[src/rtl/mat3_vec_sequencer.sv]
// Issues a 3x3 matrix * 3-vector product to an external DP_LATENCY-deep dot-product unit, one row per cycle.
// Optional MATVEC_TRANSPOSE_EN adds transpose_in to issue columns instead of rows (M^T * v).
module mat3_vec_sequencer #(
  parameter int unsigned WIDTH      = 32,
  parameter int unsigned DP_LATENCY = 3
) (
  input  logic               clk_in,
  input  logic               rst_in,
  input  logic               in_valid,
  output logic               in_ready,
  input  logic [9*WIDTH-1:0] mat_in,
  input  logic [3*WIDTH-1:0] vec_in,
`ifdef MATVEC_TRANSPOSE_EN
  input  logic               transpose_in,
`endif
  output logic               out_valid,
  input  logic               out_ready,
  output logic [3*WIDTH-1:0] out_vec,
  output logic [WIDTH-1:0]   dp_x0,
  output logic [WIDTH-1:0]   dp_x1,
  output logic [WIDTH-1:0]   dp_x2,
  output logic [WIDTH-1:0]   dp_y0,
  output logic [WIDTH-1:0]   dp_y1,
  output logic [WIDTH-1:0]   dp_y2,
  input  logic [WIDTH-1:0]   dp_out
);

  typedef enum logic [1:0] {S_IDLE, S_ISSUE, S_DRAIN, S_HOLD} state_t;

  typedef struct packed {
    logic       vld;
    logic [1:0] row;
  } tag_t;

  state_t             state_q, state_d;
  logic [1:0]         cnt_q, cnt_d;
  logic [9*WIDTH-1:0] mat_q;
  logic [3*WIDTH-1:0] vec_q;
  logic [WIDTH-1:0]   x_q [3];
  logic [WIDTH-1:0]   y_q [3];
  logic [WIDTH-1:0]   x_d [3];
  logic [WIDTH-1:0]   y_d [3];
  logic [WIDTH-1:0]   res_q [3];
  tag_t               itag_q, itag_d;
  tag_t               tpipe_q [DP_LATENCY];
  tag_t               emerging;
  logic               out_valid_q, out_valid_d;
  logic               in_ready_q;
  logic               accept, issue_en, use_in, src_trn;
  logic [1:0]         issue_row;
  logic [9*WIDTH-1:0] src_mat;
  logic [3*WIDTH-1:0] src_vec;

  function automatic logic [WIDTH-1:0] elem(input logic [9*WIDTH-1:0] m,
                                            input logic [1:0] r, input logic [1:0] c);
    elem = m[(32'(r) * 3 + 32'(c)) * WIDTH +: WIDTH];
  endfunction

  assign accept   = in_valid && in_ready_q;
  assign emerging = tpipe_q[DP_LATENCY-1];
  // Row 0 is issued on the accept edge straight from the inputs; later rows come from the latched copy.
  assign src_mat  = use_in ? mat_in : mat_q;
  assign src_vec  = use_in ? vec_in : vec_q;

`ifdef MATVEC_TRANSPOSE_EN
  logic trn_q;
  assign src_trn = use_in ? transpose_in : trn_q;

  always_ff @(posedge clk_in) begin
    if (rst_in)                            trn_q <= 1'b0;
    else if (state_q == S_IDLE && accept)  trn_q <= transpose_in;
  end
`else
  assign src_trn = 1'b0;
`endif

  always_comb begin
    state_d     = state_q;
    cnt_d       = cnt_q;
    out_valid_d = out_valid_q;
    issue_en    = 1'b0;
    issue_row   = 2'd0;
    use_in      = 1'b0;
    case (state_q)
      S_IDLE: begin
        if (accept) begin
          state_d  = S_ISSUE;
          cnt_d    = 2'd0;
          issue_en = 1'b1;
          use_in   = 1'b1;
        end
      end
      S_ISSUE: begin
        if (cnt_q == 2'd2) begin
          state_d = S_DRAIN;
        end else begin
          issue_en  = 1'b1;
          issue_row = cnt_q + 2'd1;
          cnt_d     = cnt_q + 2'd1;
        end
      end
      S_DRAIN: begin
        if (emerging.vld && emerging.row == 2'd2) begin
          state_d     = S_HOLD;
          out_valid_d = 1'b1;
        end
      end
      S_HOLD: begin
        if (out_ready) begin
          state_d     = S_IDLE;
          out_valid_d = 1'b0;
        end
      end
      default: state_d = S_IDLE;
    endcase

    x_d = '{default: '0};
    y_d = '{default: '0};
    for (int unsigned c = 0; c < 3; c++) begin
      if (issue_en) begin
        x_d[c] = src_trn ? elem(src_mat, 2'(c), issue_row) : elem(src_mat, issue_row, 2'(c));
        y_d[c] = src_vec[c*WIDTH +: WIDTH];
      end
    end
    itag_d = '{vld: issue_en, row: issue_row};
  end

  always_ff @(posedge clk_in) begin
    if (rst_in) begin
      state_q     <= S_IDLE;
      cnt_q       <= '0;
      mat_q       <= '0;
      vec_q       <= '0;
      x_q         <= '{default: '0};
      y_q         <= '{default: '0};
      res_q       <= '{default: '0};
      itag_q      <= '0;
      tpipe_q     <= '{default: '0};
      out_valid_q <= 1'b0;
      in_ready_q  <= 1'b0;
    end else begin
      state_q     <= state_d;
      cnt_q       <= cnt_d;
      x_q         <= x_d;
      y_q         <= y_d;
      itag_q      <= itag_d;
      out_valid_q <= out_valid_d;
      in_ready_q  <= (state_d == S_IDLE);
      if (state_q == S_IDLE && accept) begin
        mat_q <= mat_in;
        vec_q <= vec_in;
      end
      // The tag travels alongside the operands through the unit, so it marks which row dp_out belongs to.
      tpipe_q[0] <= itag_q;
      for (int unsigned i = 1; i < DP_LATENCY; i++) tpipe_q[i] <= tpipe_q[i-1];
      if (emerging.vld) res_q[emerging.row] <= dp_out;
    end
  end

  assign in_ready  = in_ready_q;
  assign out_valid = out_valid_q;
  assign out_vec   = {res_q[2], res_q[1], res_q[0]};
  assign dp_x0     = x_q[0];
  assign dp_x1     = x_q[1];
  assign dp_x2     = x_q[2];
  assign dp_y0     = y_q[0];
  assign dp_y1     = y_q[1];
  assign dp_y2     = y_q[2];

endmodule
[config.mk]
export PLATFORM = sky130hd
export DESIGN_NAME = mat3_vec_sequencer
export DESIGN_NICKNAME = d
export VERILOG_FILES = /design/src/rtl/mat3_vec_sequencer.sv
export SDC_FILE = /design/constraint.sdc
export NUM_CORES = 1
export LEC_CHECK = 0
export CORE_AREA = 2 2 276 278
export CTS_CLUSTER_DIAMETER = 80
export CTS_CLUSTER_SIZE = 28
export DETAILED_ROUTE_END_ITERATION = 7
export DIE_AREA = 0 0 278 280
export REMOVE_ABC_BUFFERS = 1
export SYNTH_ARGS = -nofsm -noshare
export SYNTH_HDL_FRONTEND = slang
export SYNTH_SLANG_ARGS = --single-unit
[constraint.sdc]
create_clock -name clk_in -period 2 [get_ports clk_in]
set_input_delay 0.3 -clock clk_in [delete_from_list [all_inputs] [get_ports clk_in]]
set_output_delay 0.3 -clock clk_in [all_outputs]
set_load 0.01 [all_outputs]
==> flow_metrics.py <==
metrics = {
    "outcome": {
        "status": "finished clean",
    },
    "sta": {
        "setup_viol": 0,
        "hold_viol_final": 0,
        "slew_headroom": 0.440,
        "slew_violations": 0,
        "clock_skew_ns": 0.0334,
        "min_period_over_period": 0.978,
        "tightest_slew_ns": 0.840,
        "rsz0062_at_grt": "yes",
        "fmax_mhz": 511,
        "period_minus_slack_ns": 1.96,
        "layout_setup_ws_ns": 0.0441,
    },
    "worst_setup_path": {
        "slowest_stage": "dfxtp_1",
        "end_kind": "flip-flop",
        "worst_setup_path_start_kind": "flip-flop",
        "cp_cell_sequence": "inv_1 > buf_4 > ha_1 > nand2b_2 > a21oi_4 > nand3b_4 > buf_12 > o22ai_1",
        "worst-setup-path-type": "reg -> reg",
        "critPathRequiredTime_ns": 2.48,
        "r2r_cells": 8,
        "cp_slowest_stage_delay_ns": 0.34,
        "reg2reg_slack_ns": 0.04,
        "worstPathArrival_ns": 2.44,
        "reg2reg_from": "cnt_q[0]",
        "path_max_fanout": 59,
        "r2r-end": "dp_x0[22]",
    },
    "final_layout": {
        "n_fill_cell": 7292,
        "layout_common_cells": "nand2_1, clkdlybuf4s50_1, dfxtp_1",
        "register_area_mm2": 0.0138,
        "multiInputGateArea_mm2": 0.00969,
        "synthToLayoutAreaGrowth_pct": 43.1,
        "final_nets": 3799,
        "final_common_cell": "nand2_1",
        "drive_gt1_frac": 0.0729,
    },
    "synth": {
        "synth_top_cells_by_area": "dfxtp_1, nand2_1, a21oi_1",
        "yosysSeqAreaShare": 0.564,
        "netlist_instances": 2710,
        "yosys.area.top_type_share": 0.564,
        "ys_async_sr_fraction": 0,
        "synth_area_leader_cell": "dfxtp_1",
        "ys.flop_type": "dfxtp_1",
        "synth_area_mm2": 0.0245,
        "synth_cell_types": 37,
        "ys_warn_count": 0,
        "synth-seq-cells": 690,
        "synth_area_per_cell_um2": 9.03,
        "synth_edf_count": 0,
    },
    "clock_tree": {
        "cts_hold_buf": 0,
        "cts_made_buffers": 39,
        "cts_tree": "yes",
        "cts_max_level": 2,
        "cts.path.max_buffers": 3,
        "clkTransAtPathRegs_ns": 0.11,
        "clk_latency_ns": 0.59,
        "root_buffer": "clkbuf_16",
        "clock_sinks": 690,
    },
    "power": {
        "switchingPower_w": 0.00742,
        "p_clk_frac": 0.351,
        "pwr-share-comb": 0.137,
        "p_sw_frac": 0.262,
        "seqPwrFrac": 0.512,
        "p_int_w": 0.0209,
        "power.density_mw_per_mm2": 807,
        "total_power_w": 0.0283,
        "ir_worst_vdd_uv": 975,
        "power.leakage_nw": 12.8,
    },
    "placement": {
        "gp_congestion": 0.842,
        "port_buffers": 709,
        "dp_hpwl_mm": 59.2,
        "dp_slack_ns": -0.561,
    },
    "hold_path": {
        "min_path_cells": 3,
        "hp-class": "in -> reg",
        "hp-start": "rst_in",
        "hold_path_end": "mat_q[233]",
    },
    "detailed_routing": {
        "drtPass1Iterations": 5,
        "num_vias": 21800,
        "detail-route-antenna-nets": 0,
        "drc": 0,
        "avgRoutedWirePerCell_um": 19.4,
        "viasPerCell": 4.96,
        "drt_iter0_drc": 1259,
        "wirelength_mm": 85.0,
    },
    "floorplan": {
        "coreArea_mm2": 0.0752,
        "row_count": 101,
        "initial_core_util": 0.326,
        "die_area_mm2": 0.0778,
        "die_h_um": 280,
        "die_w_um": 278,
        "io_pins": 710,
    },
    "run": {
        "cap_violations": 0,
    },
    "grt": {
        "grt_overflow": 0,
        "grt_pass1_vias": 20700,
        "grt_pass1_wl_mm": 126,
        "antenna_found_initial": 16,
        "grt_max_degree": 119,
        "grt.total_usage": 0.207,
    },
}
worst max-delay path: cells and delay by family (launching register included):
kind | cells | cell delay [ns]
flops | 1 | 0.34
buf+inv | 3 | 0.37
compound gates | 2 | 0.44
fa+ha+maj | 1 | 0.22
simple gates | 2 | 0.36
state kept, by name, summed over array words and instances (netlist names):
name / flops
cnt_q: 2
dp_x0: 32
dp_x1: 32
dp_x2: 32
dp_y0: 32
dp_y1: 32
dp_y2: 32
emerging: 3
in_ready: 1
itag_q: 3
mat_q: 288
out_valid: 1
out_vec: 96
state_q: 2
tpipe_q: 6
vec_q: 96
routing by layer:
| layer | part of all wire | track usage | vias to the layer above |
|---|---|---|---|
| li1 | - | - | 10600 |
| met1 | 0.42 | 0.262 | 10300 |
| met2 | 0.47 | 0.346 | 745 |
| met3 | 0.072 | 0.0521 | 128 |
| met4 | 0.028 | 0.0672 | 14 |
| met5 | 0.0011 | 0 | - |
what timing repair did:
action,in CTS,in global routing
hold endpoints to repair,0,0
gates resized for setup,9,13
endpoints found under the setup margin,81,34
cloned,1,1
buffers inserted,3,2
logic make-up (layout without fill, tap and decap cells):
logic type | Yosys count | after routing | synth area share
and+or+nand+nor | 1000 | 1002 | 0.167
DFF | 690 | 690 | 0.564
AOI/OAI and AO/OA | 680 | 680 | 0.179
buffers and inverters | 239 | 929 | 0.0478
muxes | 98 | 98 | 0.0401
adders and majority gates | 3 | 3 | 0.00153
other | 0 | 9 | 0
area by class of cell:
cell class	count	area share
antenna	9	0.000643
clock buffer	41	0.0293
clock inverter	26	0.0131
inverter	2	0.000214
multi-input combinational	1783	0.276
sequential	690	0.394
tap	978	0.0349
timing repair buffer	860	0.251
how the worst max path moves through the flow:
stage	startpoint	slack [ns]	to	depth (start not counted)
2_1_floorplan	state_q[0]	-28.31	dp_x0[0]	3
3_3_place_gp	in_valid	-0.54	dp_x0[14]	6
3_5_place_dp	in_valid	-0.56	dp_x0[14]	6
4_1_cts	cnt_q[0]	0.006	dp_x0[14]	8
5_1_grt	cnt_q[0]	-0.02	dp_x0[22]	8
6_report	cnt_q[0]	0.04	dp_x0[22]	8
cells in the mapped netlist (2+ instances only):
library cell	instances
inv_1	2
o22ai_1	95
buf_4	25
a21oi_1	388
nor3b_1	2
nand3b_1	3
nor2b_1	13
buf_2	82
ha_1	3
buf_1	5
dfxtp_1	690
nand2_1	770
and3b_1	2
a32o_1	95
nor2_1	105
mux2i_1	98
a221oi_1	94
buf_6	10
clkbuf_1	114
and2_1	97
power groups by stage:
| stage | logic (W) | clock network, W | registers, W |
|---|---|---|---|
| after floorplan | 0.00182 | 0 | 0.0147 |
| after global placement | 0.00381 | 0 | 0.0148 |
| after detailed placement | 0.00382 | 0 | 0.0148 |
| after CTS | 0.00387 | 0.0103 | 0.0145 |
| after global routing | 0.00418 | 0.0107 | 0.0145 |
| final | 0.00386 | 0.00994 | 0.0145 |
metrics by stage:
stage	std cells	hold slack (ns)	utilization	setup TNS (ns)	instance area, um2
4_1_cts	4377	0.188	0.464	0	34900
3_5_place_dp	4306	0.424	0.444	-19.26	33400
3_3_place_gp	4306	0.420	0.444	-15.62	33400
2_1_floorplan	2473	0.369	-	-	23300
6_report	4389	0.221	0.466	0	35000
5_1_grt	4385	0.220	0.466	-0.0290	35000
(Power assumes the default switching activity.)
